===== src/rtl/uart_pkg.sv =====
// Shared UART definitions: baud rate table, divisor function and receive FSM states.
// Used by both the receive and transmit engines so both sides derive identical divisors.
package uart_pkg;

   localparam int NUM_RATES = 12;

   localparam int BAUD_RATES [NUM_RATES] = '{
      300, 1200, 2400, 4800, 9600, 19200,
      38400, 57600, 115200, 230400, 460800, 921600
   };

   typedef enum logic [2:0] {
      ST_IDLE,
      ST_START,
      ST_DATA,
      ST_PARITY,
      ST_STOP
   } rx_state_t;

   // Codes beyond the table saturate at the fastest rate.
   function automatic int rate_of(input int code);
      int rate;
      if (code >= NUM_RATES) rate = BAUD_RATES[NUM_RATES-1];
      else                   rate = BAUD_RATES[code];
      return rate;
   endfunction

   // Rounded clock cycles per bit.
   function automatic int baud_div(input int clk_hz, input int code);
      int rate;
      rate = rate_of(code);
      return (clk_hz + rate / 2) / rate;
   endfunction

   function automatic logic majority3(input logic a, input logic b, input logic c);
      return (a & b) | (a & c) | (b & c);
   endfunction

endpackage


===== src/rtl/uart_bit_timer.sv =====
// Loadable bit-time down-counter: 'half' arms a half-bit delay, 'full' a full-bit delay.
// 'tick' is high for one cycle when the armed delay expires; the timer then idles until reloaded.
module uart_bit_timer #(
   parameter int CNT_W    = 19,
   parameter int FULL_ADJ = 1
) (
   input  logic             clk,
   input  logic             rst,
   input  logic             half,
   input  logic             full,
   input  logic [CNT_W-1:0] div,
   output logic             tick
);

   logic [CNT_W-1:0] cnt;
   logic             run;

   assign tick = run && (cnt == '0);

   // FULL_ADJ lets a caller that acts one cycle after the tick keep the bit period exact.
   always_ff @(posedge clk) begin
      if (rst) begin
         cnt <= '0;
         run <= 1'b0;
      end else if (full) begin
         cnt <= div - CNT_W'(FULL_ADJ);
         run <= 1'b1;
      end else if (half) begin
         cnt <= (div >> 1) - CNT_W'(1);
         run <= 1'b1;
      end else if (tick) begin
         run <= 1'b0;
      end else if (run) begin
         cnt <= cnt - CNT_W'(1);
      end
   end

endmodule


===== src/rtl/uart_rx_engine.sv =====
// UART receive engine: start-edge detect, mid-bit sampling, parity/stop checking, held result.
// Build option RX_MAJORITY_VOTE_EN: 2-of-3 vote around each mid-bit point, decided one cycle later.
module uart_rx_engine #(
   parameter int CLK_HZ = 100000000,
   parameter int CNT_W  = 19
) (
   input  logic       clk,
   input  logic       rst,
   input  logic       rx,
   input  logic [3:0] baud,
   input  logic       eight,
   input  logic       parity_en,
   input  logic       ohel,
   input  logic       rd_clr,
   output logic [7:0] rx_data,
   output logic       rxrdy,
   output logic       perr,
   output logic       ferr,
   output logic       ovf
);

   import uart_pkg::*;

`ifdef RX_MAJORITY_VOTE_EN
   localparam int FULL_ADJ = 2;
`else
   localparam int FULL_ADJ = 1;
`endif

   rx_state_t        state, state_n;
   logic             rx_meta, rx_s, rx_prev, fall;
   logic             tick, samp, samp_bit;
   logic             half_ld, full_ld, start_det, shift_en, par_samp, stop_samp;
   logic [CNT_W-1:0] div_tab [16];
   logic [CNT_W-1:0] div_now, lat_div, tmr_div;
   logic             lat_eight, lat_par, lat_odd;
   logic [7:0]       shreg;
   logic [2:0]       bit_cnt;
   logic             bit_last, data_xor;
   logic             perr_q, ferr_q, commit;

   // NOTE: sequential state uses non-blocking assignments so every flop samples pre-edge values.
   always_ff @(posedge clk) begin
      if (rst) begin
         rx_meta <= 1'b1;
         rx_s    <= 1'b1;
         rx_prev <= 1'b1;
      end else begin
         rx_meta <= rx;
         rx_s    <= rx_meta;
         rx_prev <= rx_s;
      end
   end

   assign fall = rx_prev & ~rx_s;

   for (genvar g = 0; g < 16; g++) begin : g_div
      assign div_tab[g] = CNT_W'(baud_div(CLK_HZ, g));
   end

   assign div_now = div_tab[baud];
   assign tmr_div = start_det ? div_now : lat_div;

   uart_bit_timer #(
      .CNT_W    (CNT_W),
      .FULL_ADJ (FULL_ADJ)
   ) u_timer (
      .clk  (clk),
      .rst  (rst),
      .half (half_ld),
      .full (full_ld),
      .div  (tmr_div),
      .tick (tick)
   );

`ifdef RX_MAJORITY_VOTE_EN
   logic       tick_d;
   logic [1:0] hist;

   always_ff @(posedge clk) begin
      if (rst) begin
         tick_d <= 1'b0;
         hist   <= 2'b11;
      end else begin
         tick_d <= tick;
         hist   <= {hist[0], rx_s};
      end
   end

   // hist holds the mid-1 and mid samples; rx_s is the mid+1 sample.
   assign samp     = tick_d;
   assign samp_bit = majority3(hist[1], hist[0], rx_s);
`else
   assign samp     = tick;
   assign samp_bit = rx_s;
`endif

   assign bit_last = (bit_cnt == (lat_eight ? 3'd7 : 3'd6));
   assign data_xor = lat_eight ? ^shreg : ^shreg[7:1];

   always_ff @(posedge clk) begin
      if (rst) state <= ST_IDLE;
      else     state <= state_n;
   end

   // NOTE: every always_comb output is defaulted first so no path can infer a latch.
   always_comb begin
      state_n   = state;
      half_ld   = 1'b0;
      full_ld   = 1'b0;
      start_det = 1'b0;
      shift_en  = 1'b0;
      par_samp  = 1'b0;
      stop_samp = 1'b0;
      unique case (state)
         ST_IDLE: begin
            if (fall) begin
               start_det = 1'b1;
               half_ld   = 1'b1;
               state_n   = ST_START;
            end
         end
         ST_START: begin
            if (samp) begin
               if (samp_bit) begin
                  state_n = ST_IDLE;
               end else begin
                  full_ld = 1'b1;
                  state_n = ST_DATA;
               end
            end
         end
         ST_DATA: begin
            if (samp) begin
               shift_en = 1'b1;
               full_ld  = 1'b1;
               if (bit_last) state_n = lat_par ? ST_PARITY : ST_STOP;
            end
         end
         ST_PARITY: begin
            if (samp) begin
               par_samp = 1'b1;
               full_ld  = 1'b1;
               state_n  = ST_STOP;
            end
         end
         ST_STOP: begin
            if (samp) begin
               stop_samp = 1'b1;
               state_n   = ST_IDLE;
            end
         end
         default: state_n = ST_IDLE;
      endcase
   end

   always_ff @(posedge clk) begin
      if (rst) begin
         shreg     <= '0;
         bit_cnt   <= '0;
         lat_div   <= '0;
         lat_eight <= 1'b0;
         lat_par   <= 1'b0;
         lat_odd   <= 1'b0;
         perr_q    <= 1'b0;
         ferr_q    <= 1'b0;
         commit    <= 1'b0;
      end else begin
         commit <= stop_samp;
         if (start_det) begin
            lat_div   <= div_now;
            lat_eight <= eight;
            lat_par   <= parity_en;
            lat_odd   <= ohel;
            bit_cnt   <= '0;
            perr_q    <= 1'b0;
         end
         if (shift_en) begin
            shreg   <= {samp_bit, shreg[7:1]};
            bit_cnt <= bit_cnt + 3'd1;
         end
         if (par_samp)  perr_q <= (data_xor ^ samp_bit) != lat_odd;
         if (stop_samp) ferr_q <= ~samp_bit;
      end
   end

   // A commit overrides a coincident rd_clr; the clear only suppresses the overflow report.
   always_ff @(posedge clk) begin
      if (rst) begin
         rx_data <= '0;
         rxrdy   <= 1'b0;
         perr    <= 1'b0;
         ferr    <= 1'b0;
         ovf     <= 1'b0;
      end else if (commit) begin
         rx_data <= lat_eight ? shreg : {1'b0, shreg[7:1]};
         perr    <= perr_q;
         ferr    <= ferr_q;
         ovf     <= rxrdy & ~rd_clr;
         rxrdy   <= 1'b1;
      end else if (rd_clr) begin
         rxrdy <= 1'b0;
         perr  <= 1'b0;
         ferr  <= 1'b0;
         ovf   <= 1'b0;
      end
   end

endmodule


===== config.mk =====
export PLATFORM = sky130hd
export DESIGN_NAME = uart_rx_engine
export DESIGN_NICKNAME = d
export VERILOG_FILES = /design/src/rtl/uart_pkg.sv /design/src/rtl/uart_bit_timer.sv /design/src/rtl/uart_rx_engine.sv
export SDC_FILE = /design/constraint.sdc
export NUM_CORES = 1
export LEC_CHECK = 0
export BUFFER_PORTS_ARGS = -buffer_cell sky130_fd_sc_hd__buf_4
export CAP_MARGIN = 20
export CORE_ASPECT_RATIO = 1.2
export CORE_UTILIZATION = 44
export DETAILED_ROUTE_END_ITERATION = 12
export HOLD_SLACK_MARGIN = 0.02
export MAX_ROUTING_LAYER = met4
export SKIP_CTS_REPAIR_TIMING = 1
export SYNTH_ARGS = -nofsm -noshare
export SYNTH_HDL_FRONTEND = slang
export SYNTH_HIERARCHICAL = 1
export SYNTH_SLANG_ARGS = --single-unit

===== constraint.sdc =====
create_clock -name clk -period 7 [get_ports clk]
set_input_delay 0.7 -clock clk [delete_from_list [all_inputs] [get_ports clk]]
set_output_delay 0.7 -clock clk [all_outputs]
set_load 0.02 [all_outputs]

Word-level counts from Yosys, hierarchy flattened. Memories as Yosys holds them, arrays and structs flattened. Index checks and enable logic that the tools add are counted.

Memories: 1. Output and inout port bits: 12. Bits in read-only memories: 304. Logic and storage cells: 98. Input port bits: 11. Bits in registers: 74.

Memory list: (name not given) (depth 16, width 19, read ports 1, clocked after memory_dff 0, wr ports 0, line uart_rx_engine.sv:61) `assign div_now = div_tab[baud];`.

Mux-type cells: 40. Reductions and logical operators: 13. Bitwise gates (word level): 6. Order comparisons: 1. Equal/unequal tests: 13. $add $sub $neg: 4.

Operator list (number): 19-bit 2-to-1 mux (7); 19-bit by 1-bit subtractor with 19-bit output, second input constant (2); 3-bit 2-to-1 mux (9); 1-bit 2-to-1 mux (20); 19-bit logical NOT (1); 18-bit by 1-bit subtractor with 19-bit output, second input constant (1); 3-bit case mux with 5 select lines (1); 2-bit inequality test, second input constant (6); 8-bit 2-to-1 mux (1); 8-bit XOR reduction (1); 7-bit XOR reduction (1); 3-bit by 2-bit == test with 1-bit output, second input constant (2); 6-bit AND reduction (1); 2-bit nonzero test (3); 3-bit nonzero test (2); 5-bit >= comparator, second input constant (1); 4-bit NOT with 5-bit output (1); 3-bit by 1-bit adder with 3-bit output, second input constant (1); 3-bit by 1-bit == test with 1-bit output, second input constant (1); 3-bit == test (1); 3-bit == test, second input constant (1); 3-bit logical NOT (1); 3-bit by 1-bit inequality test with 1-bit output, second input constant (1); 1-bit bitwise AND (2); 8 further kinds (9).

Logic depth before layout (Yosys ltp).
Word-level depth: 8. Gate-level depth with buffers: 15. Gate-level depth less buffers: 12.

Modules after synthesis. Netlist, hierarchy kept.

Modules (own cells, without submodules): uart_rx_engine (instances 1, cells each 303, area each 2637.5 um^2, seq. area each 1081.0 um^2); uart_bit_timer (instances 1, cells each 177, area each 1605.3 um^2, seq. area each 400.4 um^2).

Least setup slack after synthesis. OpenSTA, ideal clock, no wires.

Path kind: reg-to-reg. Start: reg u_timer.cnt[18]. End: reg u_timer.cnt[14]. Path buffers: 3. Period minus slack after synthesis: 3259 ps. Required time: 6909 ps. Slack: 3741 ps. Cell stages (with the launch flop): 14. Data arrival time: 3168 ps. Setup time: 91 ps. Cell sequence: dfxtp_1 > nor4_1 > nand2_1 > nor3_1 > clkbuf_1 > nor3b_1 > buf_2 > buf_4 > mux2i_1 > ha_1 > nand2_1 > nor4_4 > nand3_1 > a311oi_1.

Word-level cells in the longest chain between the ends: 6. Elaborated cells on any way between the ends: 9. Classes of those cells: eq/ne: 1; mux: 4; reduce/logical: 4.

RTL lines: from (decl) (line uart_bit_timer.sv:15) `logic [CNT_W-1:0] cnt;`; from (signal assigned) (line uart_bit_timer.sv:26) `cnt <= div - CNT_W'(FULL_ADJ);`; from (signal assigned) (line uart_bit_timer.sv:29) `cnt <= (div >> 1) - CNT_W'(1);`; from (signal assigned) (line uart_bit_timer.sv:34) `cnt <= cnt - CNT_W'(1);`; 19-bit logical NOT (*) (line uart_bit_timer.sv:18) `assign tick = run && (cnt == '0);`; 1-bit logical AND (*) (line uart_bit_timer.sv:18); net samp (line uart_rx_engine.sv:32) `logic tick, samp, samp_bit;`; 1-bit 2-to-1 mux, on equally long branches (line uart_rx_engine.sv:134, uart_rx_engine.sv:141, uart_rx_engine.sv:124); 1-bit case mux with 2 select lines (*) (line uart_rx_engine.sv:115) `unique case (state)`; net full_ld (line uart_rx_engine.sv:33) `logic half_ld, full_ld, start_det, shift_en, par_samp, stop_samp;`; 3-bit by 1-bit inequality test with 1-bit output (no source line) or 3-bit nonzero test (tied branches); 2-bit AND reduction (no source line).

Mark *: on every way through the listed nets, which the timed path passes. The rest lies on a longest branch. A chain may end at the register's enable or synchronous reset.

Final worst setup path.
Start: reg u_timer.cnt[17]. End: reg u_timer.cnt[16].

The elaborated chain is that of the path after synthesis.

==> flow_metrics.env <==
export IMPL_run_status="completed"
export IMPL_gpl_final_weighted_congestion=0.847
export IMPL_cell_repeated_most_along_the_worst_path="sky130_fd_sc_hd__nand2_1"
export IMPL_worst_path_dominant_cell_family="simple AND/OR/NAND/NOR gates"
export IMPL_peakVddDrop_v=0.000135
export IMPL_hold_vio_cnt_final=0
export IMPL_grt_setup_unrepaired="no"
export IMPL_synth_avg_cell_area_um2=8.84
export IMPL_clkSlewWorstSetupHoldPaths_ps=70
export IMPL_ys_seq_elements=74
export IMPL_max_clock_path_buffers=2
export IMPL_antenna_diode_count=0
export IMPL_endpoint_kind="flip-flop"
export IMPL_crit_type="flip-flop to flip-flop"
export IMPL_initialDrtViolationCount=133
export IMPL_design_portCount=23
export IMPL_h_tree_level_count=3
export IMPL_max_freq_mhz=242
export IMPL_grt_start_max_net_pins=82
export IMPL_timing_critical_path_fanout_max=25
export IMPL_power_leakage_uw=0.00168
export IMPL_cts_buf_count=9
export IMPL_initial_antenna_violation_count=0
export IMPL_layout_worst_path_cycle_share_pct=59.0
export IMPL_asyncSetResetFlopFracSynth_pct=0
export IMPL_final_max_slew_viol_count=0
export IMPL_syn_area_um2=4240
export IMPL_synthTopCellsByArea="sky130_fd_sc_hd__dfxtp_1, sky130_fd_sc_hd__mux2i_1, sky130_fd_sc_hd__nand2_1"
export IMPL_clk_insertion_delay_late_ps=360
export IMPL_io_buffer_count=22
export IMPL_synth_top_area_share_pct=34.9
export IMPL_synth_edff_count=0
export IMPL_grt_pass1_wl_um=14800
export IMPL_wl_um=8890
export IMPL_grt_total_usage_pct=19.6
export IMPL_synthFlopType="sky130_fd_sc_hd__dfxtp_1"
export IMPL_finalSetupViolations=0
export IMPL_drtPass1Iterations=4
export IMPL_yosys_cell_types_count=64
export IMPL_synth_nets=498
export IMPL_critical_path_slowest_cell="sky130_fd_sc_hd__nor3_1"
export IMPL_worst_ep_required_time_ps=7250
export IMPL_area_growth_synth_to_final_pct=8.17
export IMPL_timing_clock_skew_ps=5.47
export IMPL_chipWidth_um=91.6
export IMPL_setup_tns_final_ps=0
export IMPL_critical_path_buf_inv_count=1
export IMPL_leading_cell_type_in_the_layout_fill_and_taps_excluded="sky130_fd_sc_hd__dfxtp_1"
export IMPL_number_of_vias_in_the_routed_layout=3290
export IMPL_layout_drive_gt1_share_pct=15.9
export IMPL_ctsRootBufferMaster="sky130_fd_sc_hd__clkbuf_8"
export IMPL_std_cell_rows=38
export IMPL_slowest_delay_ps=820
export IMPL_route_detailed_drc=0
export IMPL_cp_start_kind="flip-flop"
export IMPL_final_net_count=499
export IMPL_timing_worst_slew_pin_value_ps=1010
export IMPL_hpwlAfterDp_um=6050
export IMPL_power_per_cell_area_nw_per_um2=252
export IMPL_number_of_instances_in_the_synthesized_netlist=480
export IMPL_grt_overflow_total=0
export IMPL_timing_max_slew_rel_slack_pct=31.9
export IMPL_starting_density_of_the_core_pct=46.0
export IMPL_hold_path_class="flip-flop to flip-flop"
export IMPL_yosysWarnings=6
export IMPL_crit_chain="nor4_1 -> nand2_1 -> nor3_1 -> nor3b_2 -> buf_4 -> mux2i_1 -> ha_1 -> nand2_1 -> nor4_4 -> nand3_1 -> a311oi_1"
export IMPL_commonest_non_fill_non_tap_cells_in_the_layout="sky130_fd_sc_hd__dfxtp_1, sky130_fd_sc_hd__nand2_1, sky130_fd_sc_hd__nor2_1, sky130_fd_sc_hd__a21oi_1, sky130_fd_sc_hd__mux2i_1"
export IMPL_synth_top_cell_by_area="sky130_fd_sc_hd__dfxtp_1"
export IMPL_min_cycle_time_layout_ps=4130
export IMPL_tritoncts="done"
export IMPL_first_global_vias=3100
export IMPL_worst_slack_ps=2870
export IMPL_viasPerCell=5.44
export IMPL_placeableCoreArea_um2=9220
export IMPL_numClockSinks=74
export IMPL_die_h_um=110
export IMPL_ant_nets=0
export IMPL_floorplan_die_area_um2=10000
export IMPL_ys_seq_area_share_pct=34.9
export IMPL_wl_per_cell_um=14.7
export IMPL_post_place_ws_ps=2990
export IMPL_crit_path_dat_ps=4380
export IMPL_max_cap_viol_count=0
worst register-to-register path: cells and delay by family (launching register included):
family / cells / cell delay [ps]
muxes: 1 / 370
and+or+nand+nor: 7 / 2340
buffers and inverters: 1 / 390
adders and majority gates: 1 / 280
DFF: 1 / 340
AOI/OAI and AO/OA: 1 / 310
cell families after synthesis:
logic type / count (synthesis) / share of synthesized area (%)
buffers and inverters: 49 / 5.72
multiplexers: 55 / 14.7
adder cells (fa/ha/maj): 7 / 2.06
AND/OR/NAND/NOR: 181 / 22.9
AO/OA/AOI/OAI: 95 / 14.9
XOR/XNOR: 19 / 4.75
flip-flops: 74 / 34.9
through the flow:
step / instances / hold slack [ps] / area, µm² / total power [µW] / util, %
detailed placement: 590 / 399 / 4400 / 838 / 47.7
CTS: 605 / 416 / 4590 / 1170 / 49.8
global placement: 590 / 391 / 4400 / 835 / 47.7
floorplan: 480 / 389 / 4240 / 774 / -
finish: 605 / 412 / 4590 / 1160 / 49.8
global route: 605 / 431 / 4590 / 1230 / 49.8
Yosys cell counts, drive strengths merged (2+ instances only):
cell type and n:
a2bb2oi 2, nor2 49, buf 23, ha 7
xnor2 8, clkbuf 12, mux2 22, xor2 9
nor3 8, dfxtp 74, nand2 51, a211o 3
o22a 2, and2 2, nor4 8, a211oi 23
nor3b 7, nand4b 2, mux2i 33, nor2b 12
nand2b 5, a21o 3, o21ai 6, o22ai 2
or2 3, and3 4, a21oi 37, xnor3 2
nand3 17, inv 14, or3 3, a311o 3
nand4 4, a311oi 6
registers in the layout (all words and copies together) (netlist names), 3 cells and up:
| signal | count |
|---|---|
| u_timer/cnt | 19 |
| state | 3 |
| lat_div | 19 |
| bit_cnt | 3 |
| rx_data | 8 |
| shreg | 8 |
power breakdown:
group          switching (µW)  internal [µW]  total [µW]  leakage, µW
logic                     207            153         360     0.000981
clock network             152            172         323    0.0000962
registers                22.6            449         472     0.000600
total                     382            774        1160      0.00168
routing by layer:
layer | wire [µm] | vias up | GRT usage [%]
met3 | 227 | 9 | 2.90
met4 | 132 | 0 | 9.52
met1 | 4080 | 1529 | 22.1
met5 | 0 | - | -
li1 | - | 1703 | -
met2 | 4450 | 49 | 34.0
worst paths after layout:
| check | cells after the start | endpoint | slack, ps | startpoint |
|---|---|---|---|---|
| setup reg to reg | 11 | u_timer/cnt[16]$_SDFFE_PP0P_ | 2870 | u_timer/cnt[17]$_SDFFE_PP0P_ |
| setup / recovery | 11 | u_timer/cnt[16]$_SDFFE_PP0P_ | 2870 | u_timer/cnt[17]$_SDFFE_PP0P_ |
| hold reg to reg | 1 | rx_s$_SDFF_PP1_ | 410 | rx_meta$_SDFF_PP1_ |
| hold / removal | 1 | rx_s$_SDFF_PP1_ | 410 | rx_meta$_SDFF_PP1_ |
cell type report:
type / instances / area [µm²]
Fill cell: 896 / 4630
Multi-Input combinational cell: 357 / 2530
Timing Repair Buffer: 25 / 188
Clock inverter: 3 / 40.0
Clock buffer: 12 / 145
Tap cell: 120 / 150
Sequential cell: 74 / 1480
Inverter: 14 / 55.1
No activity file was read; power rests on OpenSTA's default activity.
